### src/rtl/mem_arbiter_if.sv
// Bus bundle between the fetch/data requesters, the RAM and mem_arbiter.
//   slave  : the arbiter side (takes requests and RAM read data, drives the
//            grants, returns and RAM strobes)
//   master : the environment side (requesters plus the RAM itself)
// Signals:
//   if_req/if_addr -> if_gnt, if_rvalid, if_rdata        instruction fetch
//   dm_req/dm_we/dm_addr/dm_wdata -> dm_gnt, dm_rvalid, dm_rdata   data port
//   ram_address, ram_re, ram_we, ram_wdata -> RAM; ram_rdata <- RAM
//   (ram_rdata is valid the cycle after ram_re)
interface mem_arbiter_if #(
  parameter int DATA_WIDTH = 32,
  parameter int RAM_WIDTH  = 31
);
  logic                  if_req;
  logic [RAM_WIDTH-1:0]  if_addr;
  logic                  if_gnt;
  logic                  if_rvalid;
  logic [DATA_WIDTH-1:0] if_rdata;

  logic                  dm_req;
  logic                  dm_we;
  logic [RAM_WIDTH-1:0]  dm_addr;
  logic [DATA_WIDTH-1:0] dm_wdata;
  logic                  dm_gnt;
  logic                  dm_rvalid;
  logic [DATA_WIDTH-1:0] dm_rdata;

  logic [RAM_WIDTH-1:0]  ram_address;
  logic                  ram_re;
  logic                  ram_we;
  logic [DATA_WIDTH-1:0] ram_wdata;
  logic [DATA_WIDTH-1:0] ram_rdata;

  modport slave (
    input  if_req, if_addr, dm_req, dm_we, dm_addr, dm_wdata, ram_rdata,
    output if_gnt, if_rvalid, if_rdata, dm_gnt, dm_rvalid, dm_rdata,
           ram_address, ram_re, ram_we, ram_wdata
  );

  modport master (
    output if_req, if_addr, dm_req, dm_we, dm_addr, dm_wdata, ram_rdata,
    input  if_gnt, if_rvalid, if_rdata, dm_gnt, dm_rvalid, dm_rdata,
           ram_address, ram_re, ram_we, ram_wdata
  );
endinterface

### src/rtl/mem_arbiter.sv
// Two-requester single-port RAM arbiter. The data port wins contention
// unless the fetch port has been denied STARVE_LIMIT consecutive cycles.
// Grants and RAM strobes are combinational from the current requests;
// read data returns one cycle later, routed by a registered owner tag.
// Ports:
//   clk    rising-edge clock
//   rst_n  asynchronous active-low reset
//   bus    mem_arbiter_if.slave (requests, grants, returns, RAM side)
module mem_arbiter #(
  parameter int DATA_WIDTH   = 32,
  parameter int RAM_WIDTH    = 31,
  parameter int STARVE_LIMIT = 3
) (
  input logic          clk,
  input logic          rst_n,
  mem_arbiter_if.slave bus
);
  localparam int             CW    = (STARVE_LIMIT < 1) ? 1 : $clog2(STARVE_LIMIT + 1);
  localparam logic [CW-1:0]  LIMIT = CW'(STARVE_LIMIT);

  typedef enum logic [1:0] {
    OWN_NONE,
    OWN_IF,
    OWN_DM
  } owner_e;

  owner_e                owner, owner_nxt;
  logic [CW-1:0]         starve_cnt, starve_nxt;
  logic                  if_win, dm_win;
  logic [RAM_WIDTH-1:0]  addr_mux;
  logic [DATA_WIDTH-1:0] wdata_mux;

  always_ff @(posedge clk or negedge rst_n) begin
    if (!rst_n) begin
      owner      <= OWN_NONE;
      starve_cnt <= '0;
    end else begin
      owner      <= owner_nxt;
      starve_cnt <= starve_nxt;
    end
  end

  always_comb begin
    if_win     = 1'b0;
    dm_win     = 1'b0;
    addr_mux   = '0;
    wdata_mux  = '0;
    owner_nxt  = OWN_NONE;
    starve_nxt = '0;
    // Grants are masked while in reset so every output drops immediately.
    if (rst_n) begin
      if_win = bus.if_req && (!bus.dm_req || starve_cnt == LIMIT);
      dm_win = bus.dm_req && !if_win;
    end
    if (if_win) begin
      addr_mux  = bus.if_addr;
      owner_nxt = OWN_IF;
    end else if (dm_win) begin
      addr_mux = bus.dm_addr;
      if (bus.dm_we) begin
        wdata_mux = bus.dm_wdata;
      end else begin
        owner_nxt = OWN_DM;
      end
    end
    // Count consecutive fetch denials; any idle or granted fetch cycle clears.
    if (bus.if_req && !if_win) begin
      starve_nxt = (starve_cnt == LIMIT) ? starve_cnt : starve_cnt + 1'b1;
    end
  end

  assign bus.if_gnt      = if_win;
  assign bus.dm_gnt      = dm_win;
  assign bus.ram_re      = if_win | (dm_win & ~bus.dm_we);
  assign bus.ram_we      = dm_win & bus.dm_we;
  assign bus.ram_address = addr_mux;
  assign bus.ram_wdata   = wdata_mux;

  assign bus.if_rvalid = (owner == OWN_IF);
  assign bus.dm_rvalid = (owner == OWN_DM);
  assign bus.if_rdata  = (owner == OWN_IF) ? bus.ram_rdata : '0;
  assign bus.dm_rdata  = (owner == OWN_DM) ? bus.ram_rdata : '0;
endmodule

### src/flat_wrapper.sv
// flat-port wrapper written by rule: the top's interface ports become plain ports
module mem_arbiter_flat 
#(
  parameter int DATA_WIDTH   = 32,
  parameter int RAM_WIDTH    = 31,
  parameter int STARVE_LIMIT = 3
)
  (clk, rst_n, bus_if_req, bus_if_addr, bus_dm_req, bus_dm_we, bus_dm_addr, bus_dm_wdata, bus_ram_rdata, bus_if_gnt, bus_if_rvalid, bus_if_rdata, bus_dm_gnt, bus_dm_rvalid, bus_dm_rdata, bus_ram_address, bus_ram_re, bus_ram_we, bus_ram_wdata);
  mem_arbiter_if #(.DATA_WIDTH(DATA_WIDTH), .RAM_WIDTH(RAM_WIDTH)) bus_i ();
  input logic clk;
  input logic rst_n;
  input wire logic [$bits(bus_i.if_req)-1:0] bus_if_req;
  input wire logic [$bits(bus_i.if_addr)-1:0] bus_if_addr;
  input wire logic [$bits(bus_i.dm_req)-1:0] bus_dm_req;
  input wire logic [$bits(bus_i.dm_we)-1:0] bus_dm_we;
  input wire logic [$bits(bus_i.dm_addr)-1:0] bus_dm_addr;
  input wire logic [$bits(bus_i.dm_wdata)-1:0] bus_dm_wdata;
  input wire logic [$bits(bus_i.ram_rdata)-1:0] bus_ram_rdata;
  output wire logic [$bits(bus_i.if_gnt)-1:0] bus_if_gnt;
  output wire logic [$bits(bus_i.if_rvalid)-1:0] bus_if_rvalid;
  output wire logic [$bits(bus_i.if_rdata)-1:0] bus_if_rdata;
  output wire logic [$bits(bus_i.dm_gnt)-1:0] bus_dm_gnt;
  output wire logic [$bits(bus_i.dm_rvalid)-1:0] bus_dm_rvalid;
  output wire logic [$bits(bus_i.dm_rdata)-1:0] bus_dm_rdata;
  output wire logic [$bits(bus_i.ram_address)-1:0] bus_ram_address;
  output wire logic [$bits(bus_i.ram_re)-1:0] bus_ram_re;
  output wire logic [$bits(bus_i.ram_we)-1:0] bus_ram_we;
  output wire logic [$bits(bus_i.ram_wdata)-1:0] bus_ram_wdata;
  assign bus_i.if_req = bus_if_req;
  assign bus_i.if_addr = bus_if_addr;
  assign bus_i.dm_req = bus_dm_req;
  assign bus_i.dm_we = bus_dm_we;
  assign bus_i.dm_addr = bus_dm_addr;
  assign bus_i.dm_wdata = bus_dm_wdata;
  assign bus_i.ram_rdata = bus_ram_rdata;
  assign bus_if_gnt = bus_i.if_gnt;
  assign bus_if_rvalid = bus_i.if_rvalid;
  assign bus_if_rdata = bus_i.if_rdata;
  assign bus_dm_gnt = bus_i.dm_gnt;
  assign bus_dm_rvalid = bus_i.dm_rvalid;
  assign bus_dm_rdata = bus_i.dm_rdata;
  assign bus_ram_address = bus_i.ram_address;
  assign bus_ram_re = bus_i.ram_re;
  assign bus_ram_we = bus_i.ram_we;
  assign bus_ram_wdata = bus_i.ram_wdata;
  mem_arbiter #(.DATA_WIDTH(DATA_WIDTH), .RAM_WIDTH(RAM_WIDTH), .STARVE_LIMIT(STARVE_LIMIT)) u_core (.clk(clk), .rst_n(rst_n), .bus(bus_i));
endmodule
### config.mk
export PLATFORM = sky130hd
export DESIGN_NAME = mem_arbiter_flat
export DESIGN_NICKNAME = d
export VERILOG_FILES = /design/src/rtl/mem_arbiter_if.sv /design/src/rtl/mem_arbiter.sv /design/src/flat_wrapper.sv
export SDC_FILE = /design/constraint.sdc
export NUM_CORES = 1
export LEC_CHECK = 0
export ABC_AREA = 1
export CORE_AREA = 2 2 102 104
export DETAILED_ROUTE_END_ITERATION = 8
export DIE_AREA = 0 0 104 106
export PLACE_DENSITY = 0.71
export SETUP_SLACK_MARGIN = 0.15
export SYNTH_ARGS = -nofsm -noshare
export SYNTH_HDL_FRONTEND = slang
export SYNTH_SLANG_ARGS = --single-unit
### constraint.sdc
create_clock -name clk -period 1.7 [get_ports clk]
set_input_delay 0.255 -clock clk [delete_from_list [all_inputs] [get_ports clk]]
set_output_delay 0.255 -clock clk [all_outputs]
set_load 0.005 [all_outputs]
==> impl_metrics.py <==
metrics = {
    "drt": {
        "drt_first_iter_violations": 159,
        "routed_via_density": 4.38,
        "ant_nets": 0,
        "routed_wl_mm": 10.8,
        "firstDrtPassIters": 5,
        "vias": 3378,
        "avgRoutedWirePerCell_um": 14.0,
        "drc": 0,
    },
    "critical_path": {
        "arrival_ns": 1.62,
        "start_kind": "register",
        "endpoint_kind": "output pin",
        "worstPathMaxFanout": 7,
        "worstPathRequired_ns": 1.44,
        "crit_type": "register to output pin",
    },
    "global_routing": {
        "antenna_found_initial": 0,
        "gr-total-overflow": 0,
        "grt_pass1_wl_mm": 14.7,
        "track_usage": 0.161,
        "grt_pass1_vias": 3161,
        "grt_max_degree": 33,
    },
    "power_and_ir_drop": {
        "comb_power_share": 0.778,
        "max-vdd-ir-drop_v": 0.000169,
        "power_mw": 1.34,
        "power_density_mw_per_mm2": 266,
        "p_clk_frac": 0.144,
        "seq_power_share": 0.079,
        "p_int_mw": 0.877,
        "swShare": 0.347,
        "p_switching_mw": 0.466,
        "p_leak_nw": 2.68,
    },
    "clocking": {
        "numCtsBuffers": 3,
        "cts_sinks": 4,
        "clk_pin_slew_ns": 0.03,
        "cts_buffer_depth": 2,
        "clkLatencyLatePin_ns": 0.21,
        "root_buffer": "clkbuf_8",
        "htree_levels": 1,
        "cts_tree": "yes",
    },
    "final_layout": {
        "n_fill_cell": 998,
        "areaGrowthSynthToFinish_pct": 235,
        "drive_gt1_frac": 0.454,
        "nNetsFinal": 770,
        "mostFrequentLayoutCells": "clkdlybuf4s50_1 (127), buf_2 (88), nand2_1 (64), nor2_1 (48), inv_1 (40)",
        "antenna_cells": 0,
        "final_common_cell": "clkdlybuf4s50_1",
    },
    "status": {
        "status": "complete, but fails checks",
        "violations": "negative setup slack",
    },
    "sta": {
        "slew_headroom": 0.783,
        "period_share": 1.10,
        "final.setup_skew_ns": 0.00214,
        "rsz0062_at_grt": "true",
        "layout_setup_ws_ns": -0.173,
        "timing.fmax_mhz": 534,
        "slew_violations": 0,
        "hold_viol": 0,
        "fin_crit_ns": 1.87,
        "setup_violations": 78,
        "setup_tns_ns": -7.72,
        "tightest_slew_ns": 0.325,
    },
    "placed_design": {
        "portBuffers": 263,
        "gp_congestion": 0.794,
        "hpwl_mm": 7.16,
        "dpl_worst_slack_ns": -0.522,
    },
    "synth": {
        "ys_types": 18,
        "syn_inst": 319,
        "yosysSeqAreaShare": 0.0664,
        "ys_ff_latch": 4,
        "yosys_warnings": 0,
        "syn_nets": 451,
        "synth_area_sq_mm": 0.00151,
        "avgSynthCellArea_sq_um": 4.72,
    },
    "die": {
        "pin_count": 264,
        "dieArea_sq_mm": 0.0110,
        "start_util": 0.151,
        "dieHeight_um": 106,
        "core_sq_mm": 0.0100,
        "num_rows": 37,
        "die_width_um": 104,
    },
    "worst_hold_path": {
        "hold_path_class": "input port to asynchronous set/reset pin",
    },
    "job": {
        "maxCapViolCount": 0,
    },
}
## metrics by stage
step | util | area (sq um) | hold slack (ns) | std cells
after CTS | 0.475 | 4750 | 0.484 | 756
after global placement | 0.443 | 4430 | 0.571 | 717
after global routing | 0.505 | 5050 | 0.563 | 772
final | 0.505 | 5050 | 0.499 | 772
after floorplan | - | 1510 | -0.0406 | 319
after detailed placement | 0.443 | 4430 | 0.620 | 717
## registers in the layout, indices dropped and copies added, names as in the netlist
register           count
u_core.starve_cnt      2
u_core.owner           2
## cell usage after synthesis
cell / number / share of area
dfrtp_1: 4 / 0.066
inv_1: 43 / 0.11
nand4_1: 31 / 0.13
buf_2: 15 / 0.050
nor2_1: 100 / 0.25
a21oi_1: 1 / 0.0033
nand2_1: 67 / 0.17
nand2_4: 3 / 0.022
buf_4: 5 / 0.025
clkbuf_1: 8 / 0.020
inv_2: 1 / 0.0025
xor2_1: 1 / 0.0058
ha_1: 1 / 0.0083
o21bai_1: 1 / 0.0050
or2_1: 1 / 0.0042
clkinv_2: 1 / 0.0033
buf_6: 3 / 0.022
nand3_1: 33 / 0.11
## final timing paths
| path | from | end | slack [ns] | depth (start not counted) |
|---|---|---|---|---|
| setup / recovery | u_core.starve_cnt[0]$_DFFE_PN0P_ | bus_ram_wdata[6] | -0.17 | 9 |
| setup reg to reg | u_core.starve_cnt[0]$_DFFE_PN0P_ | u_core.owner[0]$_DFF_PN0_ | 0.01 | 11 |
| hold reg to reg | u_core.starve_cnt[1]$_DFFE_PN0P_ | u_core.starve_cnt[1]$_DFFE_PN0P_ | 0.68 | 3 |
| hold / removal | rst_n | u_core.starve_cnt[0]$_DFFE_PN0P_ | 0.50 | 4 |
| min in group clk | bus_dm_req | u_core.starve_cnt[0]$_DFFE_PN0P_ | 0.65 | 5 |
| max in group asynchronous | rst_n | u_core.owner[1]$_DFF_PN0_ | 1.10 | 4 |
## critical path, cell delays in order, from the launching register on
cell and delay (ns):
dfrtp_1 0.37, ha_2 0.20, inv_2 0.07, nand2_4 0.08, nand2_8 0.10, buf_6 0.13
nand2_8 0.08, clkbuf_16 0.17, nor2_1 0.09, buf_2 0.12
## logic make-up after synthesis
logic type,Yosys count,share of synthesized area
xor+xnor,1,0.00582
fa+ha+maj,1,0.00830
buf+inv,76,0.230
compound gates,2,0.00830
simple gates,235,0.681
flops,4,0.0664
## power groups by stage
stage	registers [mW]	clock network, mW	logic (mW)
3_5_place_dp	0.107	0	0.859
4_1_cts	0.106	0.198	0.921
3_3_place_gp	0.106	0	0.847
2_1_floorplan	0.106	0	0.254
6_report	0.106	0.193	1.04
5_1_grt	0.107	0.205	1.12
## what timing repair did
| action | 4_1_cts | 5_1_grt |
|---|---|---|
| cloned | 6 | 6 |
| pin swaps | 11 | 24 |
| gates resized for setup | 431 | 213 |
| setup endpoints to repair | 133 | 133 |
| buffers inserted | 30 | 10 |
| hold buffers | 0 | 0 |
## per-layer routing
metal	up-vias	GRT usage	part of all wire	wire (um)
li1	1624	-	-	-
met1	1546	0.159	0.36	3880
met2	189	0.321	0.54	5910
met3	19	0.0374	0.071	765
met4	0	0.0637	0.027	292
met5	-	0	0	0
## cell type report
| cell class | count | area [sq um] | share of cell area |
|---|---|---|---|
| Multi-Input combinational cell | 239 | 1460 | 0.290 |
| Sequential cell | 4 | 100 | 0.0198 |
| Inverter | 45 | 174 | 0.0344 |
| Clock buffer | 3 | 41.3 | 0.00818 |
| Timing Repair Buffer | 345 | 3100 | 0.614 |
| Tap cell | 136 | 170 | 0.0337 |
No activity file was read; power rests on OpenSTA's default activity.
